--- config.mk ---
export PLATFORM = sky130hd
export DESIGN_NAME = gated_bus_pipeline_flat
export DESIGN_NICKNAME = d
export VERILOG_FILES = /design/src/rtl/gated_bus_pipeline_if.sv /design/src/rtl/gated_bus_pipeline.sv /design/src/flat_wrapper.sv
export SDC_FILE = /design/constraint.sdc
export NUM_CORES = 1
export LEC_CHECK = 0
export ABC_AREA = 1
export BUFFER_PORTS_ARGS = -buffer_cell sky130_fd_sc_hd__buf_2
export CAP_MARGIN = 0
export CORE_AREA = 2 2 39 41
export CTS_BUF_LIST = sky130_fd_sc_hd__clkbuf_4
export DETAILED_ROUTE_END_ITERATION = 8
export DIE_AREA = 0 0 41 43
export GPL_ROUTABILITY_DRIVEN = 0
export PLACE_DENSITY = 0.79
export SKIP_CTS_REPAIR_TIMING = 1
export SLEW_MARGIN = 0
export SYNTH_ARGS = -nofsm -noshare
export SYNTH_HDL_FRONTEND = slang
export SYNTH_SLANG_ARGS = --single-unit
--- constraint.sdc ---
create_clock -name clk -period 1.7 [get_ports clk]
set_clock_uncertainty 0.1 [all_clocks]
set_input_delay 0.34 -clock clk [delete_from_list [all_inputs] [get_ports clk]]
set_output_delay 0.34 -clock clk [all_outputs]
set_load 0.02 [all_outputs]
--- src/rtl/gated_bus_pipeline_if.sv ---
// Purpose: bundles the gated pipeline's producer/consumer handshake, data buses and status.
// Latency: n/a (wiring only).
// Backpressure: carries in_valid/in_ready and out_valid/out_ready handshakes.
// Ports (via modports):
//   slave  - the pipeline: takes enable/flush/in_valid/data_in/out_ready,
//            drives in_ready/out_valid/data_out/occupancy.
//   master - the environment driving the pipeline (mirror of slave).
interface gated_bus_pipeline_if #(
  parameter int WIDTH = 4,
  parameter int DEPTH = 2
) ();
  localparam int CW = $clog2(DEPTH + 1);

  logic             enable;
  logic             flush;
  logic             in_valid;
  logic             in_ready;
  logic [WIDTH-1:0] data_in;
  logic             out_valid;
  logic             out_ready;
  logic [WIDTH-1:0] data_out;
  logic [CW-1:0]    occupancy;

  modport slave (
    input  enable, flush, in_valid, data_in, out_ready,
    output in_ready, out_valid, data_out, occupancy
  );

  modport master (
    output enable, flush, in_valid, data_in, out_ready,
    input  in_ready, out_valid, data_out, occupancy
  );
endinterface

--- src/rtl/gated_bus_pipeline.sv ---
// Purpose: elastic DEPTH-stage register pipeline; captured word = data_in & {WIDTH{enable}}.
// Latency: word accepted at edge N is on data_out after edge N+DEPTH-1 (1 word/cycle).
// Backpressure: stalled output holds; empty stages still fill; in_ready drops when all full.
// Ports:
//   clk   - rising-edge clock
//   rst_n - asynchronous active-low reset, clears all valid bits, data and occupancy
//   bus   - gated_bus_pipeline_if.slave (enable, flush, in/out handshakes, data, occupancy)
module gated_bus_pipeline #(
  parameter int WIDTH = 4,
  parameter int DEPTH = 2
) (
  input  logic                  clk,
  input  logic                  rst_n,
  gated_bus_pipeline_if.slave   bus
);
  localparam int CW = $clog2(DEPTH + 1);

  logic [DEPTH-1:0]            v;
  logic [DEPTH-1:0][WIDTH-1:0] d;
  logic [DEPTH-1:0]            load;
  logic                        carry;
  logic                        accept;
  logic                        out_fire;
  logic [CW-1:0]               occ;

  // load[k]: stage k takes a new word (or a bubble) this cycle. An empty stage always
  // loads; a full stage loads only when its own word moves on, which chains back from
  // the consumer. This is what collapses bubbles under a stalled output.
  always_comb begin
    carry = bus.out_ready;
    load  = '0;
    for (int k = DEPTH - 1; k >= 0; k--) begin
      carry   = carry | ~v[k];
      load[k] = carry;
    end
  end

  // No skid buffer: in_ready is combinational from out_ready through the load chain.
  assign bus.in_ready = ~bus.flush & load[0];
  assign accept       = bus.in_valid & bus.in_ready;
  assign out_fire     = v[DEPTH-1] & bus.out_ready;

  always_ff @(posedge clk or negedge rst_n) begin
    if (!rst_n) begin
      v   <= '0;
      d   <= '0;
      occ <= '0;
    end else if (bus.flush) begin
      // Flush drops every word; data registers are left as they are.
      v   <= '0;
      occ <= '0;
    end else begin
      if (load[0]) begin
        v[0] <= accept;
        // enable only matters in the accept cycle; the stored word is frozen after.
        if (accept) d[0] <= bus.data_in & {WIDTH{bus.enable}};
      end
      for (int k = 1; k < DEPTH; k++) begin
        if (load[k]) begin
          v[k] <= v[k-1];
          // Keep the last real word when a bubble moves in, so data_out never shows junk.
          if (v[k-1]) d[k] <= d[k-1];
        end
      end
      case ({accept, out_fire})
        2'b10:   occ <= occ + CW'(1);
        2'b01:   occ <= occ - CW'(1);
        default: occ <= occ;
      endcase
    end
  end

  assign bus.out_valid = v[DEPTH-1];
  assign bus.data_out  = d[DEPTH-1];
  assign bus.occupancy = occ;

endmodule
--- src/flat_wrapper.sv ---
// flat-port wrapper written by rule: the top's interface ports become plain ports
module gated_bus_pipeline_flat 
#(
  parameter int WIDTH = 4,
  parameter int DEPTH = 2
)
  (clk, rst_n, bus_enable, bus_flush, bus_in_valid, bus_data_in, bus_out_ready, bus_in_ready, bus_out_valid, bus_data_out, bus_occupancy);
  gated_bus_pipeline_if #(.WIDTH(WIDTH), .DEPTH(DEPTH)) bus_i ();
  input  logic clk;
  input  logic rst_n;
  input wire logic [$bits(bus_i.enable)-1:0] bus_enable;
  input wire logic [$bits(bus_i.flush)-1:0] bus_flush;
  input wire logic [$bits(bus_i.in_valid)-1:0] bus_in_valid;
  input wire logic [$bits(bus_i.data_in)-1:0] bus_data_in;
  input wire logic [$bits(bus_i.out_ready)-1:0] bus_out_ready;
  output wire logic [$bits(bus_i.in_ready)-1:0] bus_in_ready;
  output wire logic [$bits(bus_i.out_valid)-1:0] bus_out_valid;
  output wire logic [$bits(bus_i.data_out)-1:0] bus_data_out;
  output wire logic [$bits(bus_i.occupancy)-1:0] bus_occupancy;
  assign bus_i.enable = bus_enable;
  assign bus_i.flush = bus_flush;
  assign bus_i.in_valid = bus_in_valid;
  assign bus_i.data_in = bus_data_in;
  assign bus_i.out_ready = bus_out_ready;
  assign bus_in_ready = bus_i.in_ready;
  assign bus_out_valid = bus_i.out_valid;
  assign bus_data_out = bus_i.data_out;
  assign bus_occupancy = bus_i.occupancy;
  gated_bus_pipeline #(.WIDTH(WIDTH), .DEPTH(DEPTH)) u_core (.clk(clk), .rst_n(rst_n), .bus(bus_i));
endmodule
==> impl_metrics.py <==
metrics = {
    "layout": {
        "finalNetCount": 94,
        "fillerInstances": 128,
        "area_delta_synth_final_pct": 18.6,
        "insertedDiodeCount": 0,
        "drive_gt1_share_pct": 36.1,
    },
    "logic_synthesis": {
        "synthSimpleGateAreaFrac_pct": 27.2,
        "yosys-mux-area-fraction_pct": 0,
        "netlist_instances": 65,
        "synth-compound-area-share_pct": 9.83,
        "synth_cell_type_count": 17,
        "mappedNetlistArea_sq_um": 598,
        "synth-edff-count": 0,
        "ys.warnings.count": 0,
        "synth_fp_nets": 75,
        "syn_avg_cell_area_sq_um": 9.20,
        "xor_xnor_fraction_of_synth_area_pct": 1.46,
        "postSynth.topFlopCell": "dfrtp_1",
        "yosys-top-cells-count": "nand2_1 (15), dfrtp_1 (12), inv_1 (7)",
        "synth.top_cells.by_area": "dfrtp_1 (50%), nand2_1 (9.4%), nand3_4 (5.9%)",
        "post_synth_top_area_share_pct": 50.2,
        "yosys_register_bits": 12,
        "synth-seq-area-share_pct": 50.2,
        "synthDominantAreaCellType": "dfrtp_1",
        "post_synth_fa_ha_maj_area_fraction_pct": 0,
        "yosys.cell_count.top_type": "nand2_1",
        "async_flop_share_pct": 100,
        "largest_family_of_logic_cells_by_synthesized_area": "simple AND/OR/NAND/NOR gates",
    },
    "global_routing": {
        "top_usage_layer": "met2",
        "via_count_of_the_first_global_routing_pass": 403,
        "grt.total_usage_pct": 13.4,
        "groute.layer.met3.usage_pct": 1.57,
        "grt_start_max_net_pins": 13,
        "grt.met2_usage_pct": 19.1,
        "globalRouteOverflowTotal": 0,
        "initial_antenna_violation_count": 0,
        "grt.met1_usage_pct": 18.9,
        "grt_pass1_wl_microns": 1610,
    },
    "sta": {
        "setup_slack_ns": 0.191,
        "post-route-period-util_pct": 88.8,
        "timing.final.max_slew_violations": 0,
        "fin_crit_ns": 1.51,
        "finalHoldWorstSlack_ns": 0.216,
        "max_freq_mhz": 663,
        "timing.final.hold_violations": 0,
        "setup_total_negative_slack_ns": 0,
        "rsz0062_at_grt": "false",
        "max_slew.worst_pin.slew_ns": 0.272,
        "setup-violations-final": 0,
        "slew_headroom_pct": 81.9,
    },
    "clock_network": {
        "cts.root.buffer_cell": "clkbuf_4",
        "max-clock-path-buffers": 2,
        "clk_pin_slew_worst_paths_ns": 0.08,
        "cts_tree": "built",
        "clkSinkCount": 12,
        "htree_num_levels": 1,
        "worstSkewPairLatency_ns": 0.26,
        "cts_buffers": 3,
    },
    "power": {
        "clkPwrFrac_pct": 27.1,
        "netSwitchingPower_mw": 0.202,
        "sequentialPowerShare_pct": 51.2,
        "cellLeakagePower_nw": 0.382,
        "power.share.combinational_pct": 21.7,
        "net_sw_share_pct": 30.6,
        "ir_worst_vdd_uv": 451,
        "power_density_nw_per_um2": 929,
        "int_pwr_mw": 0.457,
    },
    "worst_setup_path": {
        "crit_arrival_ns": 1.07,
        "worst_path_max_delay_cell": "dfrtp_1",
        "cp.required_ns": 1.26,
        "critical_path.cell_chain": "nand3_4 > nand2_1 > inv_1 > buf_2",
        "critPathCaptureType": "output port",
        "worst_setup_path_start_kind": "flop",
        "cp_slowest_stage_delay_ns": 0.43,
        "cp_max_fo": 4,
        "worst-setup-path-type": "reg -> out",
    },
    "route": {
        "via_count": 456,
        "totalWireLength_microns": 968,
        "drt.antenna.violating_nets": 0,
        "dr.pass1.iters": 4,
        "drcViolationCount": 0,
        "post_drt_wl_per_cell_microns": 9.78,
        "dr_vias_cell": 4.61,
        "drt-initial-drc-count": 10,
    },
    "floorplanning": {
        "die_h_microns": 43,
        "ios": 18,
        "rows": 14,
        "initial_utilization_pct": 43.2,
        "fp.dieArea_sq_um": 1760,
        "coreArea_sq_um": 1380,
        "die_width_microns": 41,
    },
    "placement": {
        "number_of_buffers_inserted_by_port_buffering": 17,
        "post-dp-hpwl_microns": 746,
        "dp_worst_setup_slack_ns": 0.365,
    },
    "flow_run": {
        "cap_violations": 0,
    },
    "outcome": {
        "outcome": "complete, no violations",
    },
    "min_path": {
        "hold_class": "in -> reg",
    },
}
==> area by class of cell <==
cell class	instances	area, sq um	share of cell area, %
Sequential cell	12	300	42.3
Clock inverter	1	3.75	0.529
Multi-Input combinational cell	39	230	32.5
Timing Repair Buffer	18	95.1	13.4
Clock buffer	3	22.5	3.17
Tap cell	16	20.0	2.82
Inverter	10	37.5	5.29
==> critical path: cells and delay by family (launching register included) <==
kind	cells	cell delay [ns]
buffers and inverters	2	0.20
AND/OR/NAND/NOR	2	0.18
flip-flops	1	0.43
==> sequential cells by signal, summed over array words and instances, names as in the netlist <==
name	cells
u_core.bus.data_out	4
u_core.bus.occupancy	2
u_core.v	2
u_core.d	4
==> cell usage in the layout, fill, tap and decap left out, drive strengths merged, types with 3 or more instances in the layout <==
| cell type | instances |
|---|---|
| nand2 | 17 |
| inv | 10 |
| dfrtp | 12 |
| clkbuf | 3 |
| o21ai | 10 |
| buf | 17 |
| nand3 | 7 |
==> final timing paths <==
path	start	to	slack (ns)	depth (start not counted)
setup / recovery	u_core.v[1]	bus_in_ready	0.19	4
setup reg to reg	u_core.v[1]	u_core.bus.occupancy[1]	0.49	7
hold reg to reg	u_core.bus.data_out[1]	u_core.bus.data_out[1]	0.38	2
max in group asynchronous	rst_n	u_core.bus.occupancy[1]	0.90	2
min in group asynchronous	rst_n	u_core.bus.data_out[1]	0.38	2
hold / removal	bus_data_in[3]	u_core.d[3]	0.22	3
==> metal layers <==
metal | wire length (microns) | part of all wire, %
met4 | 21 | 2.2
met1 | 460 | 48
met3 | 25 | 2.6
met2 | 461 | 48
met5 | 0 | 0
==> cells by family (layout without fill, tap and decap cells) <==
kind of cell    count (synthesis)  in the layout
simple gates                   27             27
buf+inv                        14             32
xor+xnor                        1              1
flops                          12             12
compound gates                 11             11
==> metrics by stage <==
stage / cell area (sq um) / util [%] / instances / total power [mW]
after detailed placement: 673 / 48.6 / 94 / 0.486
after floorplan: 598 / - / 65 / 0.457
after global routing: 709 / 51.3 / 99 / 0.698
after global placement: 673 / 48.6 / 94 / 0.481
final: 709 / 51.3 / 99 / 0.659
after CTS: 699 / 50.5 / 98 / 0.663
==> power groups by stage <==
stage                     Combinational [mW]  Clock [mW]  Sequential (mW)
after floorplan                        0.109           0            0.348
after global placement                 0.139           0            0.343
after detailed placement               0.142           0            0.344
after CTS                              0.143       0.182            0.338
after global routing                   0.161       0.195            0.342
final                                  0.143       0.178            0.338
(Power assumes the default switching activity.)
